[src/rtl/vga_pkg.sv]
// vga_pkg: shared definitions for the tile scan-out engine.
//   - default 640x480 @ 800x521 timing constants
//   - rgb332_t colour type {r[2:0], g[2:0], b[1:0]}
//   - code_to_rgb(): default palette contents, used both as the reset image
//     of the writable palette and as the constant ROM when writes are disabled
package vga_pkg;

  localparam int DEF_H_TOTAL  = 800;
  localparam int DEF_V_TOTAL  = 521;
  localparam int DEF_H_PULSE  = 96;
  localparam int DEF_V_PULSE  = 2;
  localparam int DEF_H_BP     = 144;
  localparam int DEF_V_BP     = 31;
  localparam int DEF_H_ACTIVE = 640;
  localparam int DEF_V_ACTIVE = 480;

  typedef struct packed {
    logic [2:0] r;
    logic [2:0] g;
    logic [1:0] b;
  } rgb332_t;

  function automatic rgb332_t code_to_rgb(input int unsigned code);
    logic [7:0] v;
    case (code)
      0:       v = 8'h00;
      1:       v = 8'hE0;
      2:       v = 8'hF4;
      3:       v = 8'hF8;
      4:       v = 8'hF8;
      default: v = 8'h92;
    endcase
    return rgb332_t'(v);
  endfunction

endpackage

[src/rtl/vga_timing.sv]
// vga_timing: stage-0 raster counters and the raw (unregistered) timing
// flags derived from them.
//   clk, rst        pixel clock, asynchronous active-high reset
//   hc, vc          horizontal / vertical counters (vc steps when hc wraps)
//   active          pixel inside the visible window
//   hsync_raw       low while hc < H_PULSE
//   vsync_raw       low while vc < V_PULSE
//   start           high at hc == 0 && vc == 0
module vga_timing #(
  parameter int H_TOTAL  = 800,
  parameter int V_TOTAL  = 521,
  parameter int H_PULSE  = 96,
  parameter int V_PULSE  = 2,
  parameter int H_BP     = 144,
  parameter int V_BP     = 31,
  parameter int H_ACTIVE = 640,
  parameter int V_ACTIVE = 480
) (
  input  logic                       clk,
  input  logic                       rst,
  output logic [$clog2(H_TOTAL)-1:0] hc,
  output logic [$clog2(V_TOTAL)-1:0] vc,
  output logic                       active,
  output logic                       hsync_raw,
  output logic                       vsync_raw,
  output logic                       start
);

  localparam int HW = $clog2(H_TOTAL);
  localparam int VW = $clog2(V_TOTAL);

  logic [31:0] hc_w;
  logic [31:0] vc_w;

  always_ff @(posedge clk or posedge rst) begin
    if (rst) begin
      hc <= '0;
      vc <= '0;
    end else if (hc == HW'(H_TOTAL - 1)) begin
      hc <= '0;
      if (vc == VW'(V_TOTAL - 1)) vc <= '0;
      else                        vc <= vc + 1'b1;
    end else begin
      hc <= hc + 1'b1;
    end
  end

  // Compare at 32 bits so window edges at 0 or at the counter limit do not
  // produce always-true/always-false narrow comparisons.
  assign hc_w = 32'(hc);
  assign vc_w = 32'(vc);

  assign active    = (hc_w >= 32'(H_BP)) && (hc_w < 32'(H_BP + H_ACTIVE)) &&
                     (vc_w >= 32'(V_BP)) && (vc_w < 32'(V_BP + V_ACTIVE));
  assign hsync_raw = !(hc_w < 32'(H_PULSE));
  assign vsync_raw = !(vc_w < 32'(V_PULSE));
  assign start     = (hc == '0) && (vc == '0);

endmodule

[src/rtl/vga_tile_scanout.sv]
// vga_tile_scanout: VGA scan-out that fetches one tile code per pixel from an
// external 1-cycle synchronous tile memory and maps it to RGB332 through a
// palette. All video outputs are registered and lag the counters by 2 cycles.
//   dclk, clr                    pixel clock, asynchronous active-high reset
//   tile_rd, tile_addr           tile memory read request (combinational)
//   tile_code                    tile memory data, one cycle after tile_rd
//   pal_we, pal_addr, pal_data   palette write port
//   hsync, vsync                 active-low syncs
//   red, green, blue             RGB332 pixel, zero during blanking
//   frame_start, frame_cnt       frame pulse and 16-bit frame counter
// Build option: VGA_PALETTE_WR_EN makes the palette a writable register file;
// without it the palette is a constant ROM and pal_* are ignored.
//
// Pipeline:
//   stage 0  counters -> tile_rd/tile_addr
//   stage 1  active/syncs/start delayed while the memory returns tile_code
//   stage 2  palette lookup and all outputs registered
module vga_tile_scanout
  import vga_pkg::*;
#(
  parameter int H_TOTAL    = DEF_H_TOTAL,
  parameter int V_TOTAL    = DEF_V_TOTAL,
  parameter int H_PULSE    = DEF_H_PULSE,
  parameter int V_PULSE    = DEF_V_PULSE,
  parameter int H_BP       = DEF_H_BP,
  parameter int V_BP       = DEF_V_BP,
  parameter int H_ACTIVE   = DEF_H_ACTIVE,
  parameter int V_ACTIVE   = DEF_V_ACTIVE,
  parameter int TILE_SHIFT = 3,
  parameter int CODE_W     = 3,
  parameter int ADDR_W     = 13
) (
  input  logic              dclk,
  input  logic              clr,
  output logic              tile_rd,
  output logic [ADDR_W-1:0] tile_addr,
  input  logic [CODE_W-1:0] tile_code,
  input  logic              pal_we,
  input  logic [CODE_W-1:0] pal_addr,
  input  logic [7:0]        pal_data,
  output logic              hsync,
  output logic              vsync,
  output logic [2:0]        red,
  output logic [2:0]        green,
  output logic [1:0]        blue,
  output logic              frame_start,
  output logic [15:0]       frame_cnt
);

  localparam int HW    = $clog2(H_TOTAL);
  localparam int VW    = $clog2(V_TOTAL);
  localparam int COLS  = H_ACTIVE >> TILE_SHIFT;
  localparam int ROWS  = V_ACTIVE >> TILE_SHIFT;
  localparam int PAL_N = 1 << CODE_W;

  if ((H_ACTIVE % (1 << TILE_SHIFT)) != 0 || (V_ACTIVE % (1 << TILE_SHIFT)) != 0) begin : g_bad_tile
    $error("vga_tile_scanout: active area is not a whole number of tiles");
  end
  if (longint'(COLS) * longint'(ROWS) > (64'd1 << ADDR_W)) begin : g_bad_addr
    $error("vga_tile_scanout: tile map does not fit in ADDR_W address bits");
  end

  // ---------------- stage 0 ----------------
  logic [HW-1:0] hc;
  logic [VW-1:0] vc;
  logic          active;
  logic          hs_raw;
  logic          vs_raw;
  logic          start;

  vga_timing #(
    .H_TOTAL  (H_TOTAL),
    .V_TOTAL  (V_TOTAL),
    .H_PULSE  (H_PULSE),
    .V_PULSE  (V_PULSE),
    .H_BP     (H_BP),
    .V_BP     (V_BP),
    .H_ACTIVE (H_ACTIVE),
    .V_ACTIVE (V_ACTIVE)
  ) u_timing (
    .clk       (dclk),
    .rst       (clr),
    .hc        (hc),
    .vc        (vc),
    .active    (active),
    .hsync_raw (hs_raw),
    .vsync_raw (vs_raw),
    .start     (start)
  );

  // Offsets into the visible window; only meaningful while active, and the
  // address is forced to 0 otherwise so the memory sees a quiet bus.
  logic [31:0] hrel;
  logic [31:0] vrel;
  assign hrel = 32'(hc) - 32'(H_BP);
  assign vrel = 32'(vc) - 32'(V_BP);

  assign tile_rd   = active;
  assign tile_addr = active ? ADDR_W'((vrel >> TILE_SHIFT) * 32'(COLS) + (hrel >> TILE_SHIFT))
                            : '0;

  // ---------------- palette ----------------
  rgb332_t pal_out;

`ifdef VGA_PALETTE_WR_EN
  rgb332_t pal [PAL_N];

  // Writes land at the clock edge, so a lookup at that same edge still
  // reads the previous entry.
  always_ff @(posedge dclk or posedge clr) begin
    if (clr) begin
      for (int i = 0; i < PAL_N; i++) pal[i] <= code_to_rgb(i);
    end else if (pal_we) begin
      pal[pal_addr] <= rgb332_t'(pal_data);
    end
  end

  assign pal_out = pal[tile_code];
`else
  logic unused_pal;
  assign unused_pal = ^{pal_we, pal_addr, pal_data};
  assign pal_out    = code_to_rgb(32'(tile_code));
`endif

  // ---------------- stage 1 ----------------
  // Sync delays reset high so no spurious sync pulse appears before the
  // counters' first real state reaches the outputs.
  logic active_d;
  logic hs_d;
  logic vs_d;
  logic start_d;

  always_ff @(posedge dclk or posedge clr) begin
    if (clr) begin
      active_d <= 1'b0;
      hs_d     <= 1'b1;
      vs_d     <= 1'b1;
      start_d  <= 1'b0;
    end else begin
      active_d <= active;
      hs_d     <= hs_raw;
      vs_d     <= vs_raw;
      start_d  <= start;
    end
  end

  // ---------------- stage 2 ----------------
  always_ff @(posedge dclk or posedge clr) begin
    if (clr) begin
      hsync       <= 1'b1;
      vsync       <= 1'b1;
      red         <= '0;
      green       <= '0;
      blue        <= '0;
      frame_start <= 1'b0;
      frame_cnt   <= '0;
    end else begin
      hsync       <= hs_d;
      vsync       <= vs_d;
      red         <= active_d ? pal_out.r : 3'd0;
      green       <= active_d ? pal_out.g : 3'd0;
      blue        <= active_d ? pal_out.b : 2'd0;
      frame_start <= start_d;
      if (start_d) frame_cnt <= frame_cnt + 16'd1;
    end
  end

endmodule

[config.mk]
export PLATFORM = sky130hd
export DESIGN_NAME = vga_tile_scanout
export DESIGN_NICKNAME = d
export VERILOG_FILES = /design/src/rtl/vga_pkg.sv /design/src/rtl/vga_timing.sv /design/src/rtl/vga_tile_scanout.sv
export SDC_FILE = /design/constraint.sdc
export NUM_CORES = 1
export LEC_CHECK = 0
export CORE_ASPECT_RATIO = 0.7
export CORE_MARGIN = 3
export CORE_UTILIZATION = 57
export DETAILED_ROUTE_END_ITERATION = 10
export PLACE_DENSITY = 0.86
export SETUP_SLACK_MARGIN = 0.05
export SLEW_MARGIN = 20
export SYNTH_ARGS = -nofsm -noshare
export SYNTH_HDL_FRONTEND = slang
export SYNTH_SLANG_ARGS = --single-unit
[constraint.sdc]
create_clock -name dclk -period 12 [get_ports dclk]
set_input_delay 2.4 -clock dclk [delete_from_list [all_inputs] [get_ports dclk]]
set_output_delay 2.4 -clock dclk [all_outputs]
set_load 0.03 [all_outputs]
==> reports/results.ini <==
[run_status]
status = finished, final reports clean

[run]
drv_cap = 0

[timing]
relSlewSlack = 0.458
rsz0062_at_grt = false
setup_viol = 0
holdWs_ps = 359
max_freq_mhz = 136
slew_violations = 0
fin_crit_ps = 7340
tns_ps = 0
tightestPinTransition_ps = 813
finalHoldViolCount = 0
period_share = 0.611
setup_slack_ps = 4660
clock-skew-final_ps = 5.32

[clock_tree]
numCtsBuffers = 5
cts_max_path_buffers = 2
cts.sinks = 49
cts_max_level = 2
cts_hold_buf = 0
post_cts.resized_instances = 0
clk_pin_slew_ps = 80
cts-root-buf = clkbuf_8
cts_tree = built
cts_setup_buffers = 0
clkLatencyLatePin_ps = 300

[worst_setup_path]
crit_path_end_kind = output port
worstPathMaxFanout = 7
required_ps = 9600
worstSetupStartpointType = flip-flop
crit_arrival_ps = 4940
worst-setup-path-type = flip-flop to output port

[placed_design]
dp_slack_ps = 5080
dpl.hpwl_um = 4590
placed_cell_area_sq_mm = 0.00357
io_buffers = 44
gp_congestion = 0.931

[synth]
syn_inst = 331
avgSynthCellArea_sq_um = 9.44
synth_top_area_share = 0.361
ys.flop_type = dfrtp_1
synth_commonest_cells = dfrtp_1, nor2_1, xnor2_1
synth-seq-area-share = 0.394
synthTopCellsByArea = dfrtp_1, ha_1, xnor2_1
synth_area_sq_mm = 0.00312
synth-edff-count = 0
synth-seq-cells = 49
async_flop_share = 1.00
yosys.area.top_type = dfrtp_1
synthDistinctLibCells = 50
synth_warnings = 0
synth_nets = 377

[drt]
drcViolationCount = 0
antenna_left = 0
drt_wl_total_um = 6140
wire_per_inst_um = 14.0
dr.pass1.iters = 5
via_per_inst = 5.53
vias = 2416
drt_iter0_drc = 119

[final_layout]
drive_above_1_share = 0.0543
fin_area_sq_mm = 0.00366
n_antenna_cell = 0
fillers = 361
area_growth_pct = 17.1
num-nets-final = 413
regArea_sq_mm = 0.00123
multi_input_area_sq_mm = 0.00176

[die]
rows = 21
die-height_um = 67.9
pin_count = 58
die_w_um = 94.5
dieArea_sq_mm = 0.00642
coreArea_sq_mm = 0.00502
initial_core_util = 0.622

[power_and_ir_drop]
power_leakage_nw = 1.62
total_power_w = 0.000265
vdd_drop_max_mv = 0.0525
p_per_area_mw_per_mm2 = 72.6

[global_route]
grt_pass1_wl_um = 10600
grt_pass1_vias = 2238
grt_usage = 0.210
grt_max_degree = 50
antenna_found_initial = 0
gr-total-overflow = 0

[worst_hold_path]
hold_path.class = flip-flop to flip-flop

## through the flow
stage               utilization  std cells
floorplan                     -        331
global placement          0.712        429
detailed placement        0.712        429
CTS                       0.728        437
global route              0.729        437
finish                    0.729        437
## per-layer routing
layer,track usage,up-vias,part of all wire,routed length (um)
li1,-,1197,-,-
met1,0.310,1157,0.50,3090
met2,0.316,57,0.44,2710
met3,0.0462,5,0.049,298
met4,0.0468,0,0.0057,35
met5,0,-,0,0
## sequential cells by signal (all words and copies together) (netlist names)
name         cells
active_d         1
vsync            1
green            3
start_d          1
hsync            1
hs_d             1
red              2
u_timing.vc     10
u_timing.hc     10
blue             1
frame_cnt       16
vs_d             1
frame_start      1
## logic make-up after synthesis
group,share of synthesized area
buffers and inverters,0.0429
AOI/OAI and AO/OA,0.104
xor gates and xnor gates,0.136
muxes,0.00361
DFF,0.394
and+or+nand+nor,0.197
adders and majority gates,0.121
other,0.00120
## critical path: stages, from the launching register on
cell and delay (ps):
dfrtp_1 470, ha_1 230, nand2_1 70, nor2_1 300, nor2_1 90, xnor2_1 270, inv_1 80, ha_1 280
ha_1 240, fa_1 420, xor2_1 240, ha_1 310, o21a_1 120, o31a_1 130, o41ai_1 320, xnor3_1 280
nor2_1 110, clkdlybuf4s50_1 680
## cell type report
type                    count  area share
flip-flops and latches     49       0.337
well taps                  69      0.0236
inverters                  15      0.0157
clock buffers               7      0.0209
multi-input cells         252       0.481
clock inverters             1     0.00205
repair buffers             44       0.120
## report_power, final
| part | switching [W] | internal (W) | leakage, nW |
|---|---|---|---|
| Clock | 0.0000529 | 0.0000413 | 0.0385 |
| Sequential | 0 | 0.000165 | 0.651 |
| Combinational | 0.00000451 | 0.00000155 | 0.932 |
| Total | 0.0000575 | 0.000208 | 1.62 |
## path summary, 6_finish.rpt
path,start,to,slack [ps],depth (start not counted)
max,u_timing.vc[0],tile_addr[12],4660,17
min,vs_d,vsync,360,0
max reg2reg,u_timing.hc[0],u_timing.vc[8],9710,6
min reg2reg,vs_d,vsync,360,0
max in group asynchronous,clr,frame_cnt[0],8960,2
min in group asynchronous,clr,u_timing.vc[8],2550,2
## layout by cell type, fill, tap and decap left out, types with 3 or more instances in the layout
cell / n
clkbuf_8: 5
dfstp_2: 4
nand3_1: 13
o31ai_1: 3
xor2_1: 17
and2_1: 5
a21oi_1: 12
ha_1: 27
nor2_1: 45
nand2b_1: 3
nor2b_1: 3
nand2_1: 21
inv_1: 14
clkdlybuf4s50_1: 44
o21ai_0: 9
dfrtp_1: 45
o21a_1: 4
or3_1: 3
o21ai_1: 8
xnor2_1: 29
and3_1: 5
nand4_1: 10
(Power assumes the default switching activity.)
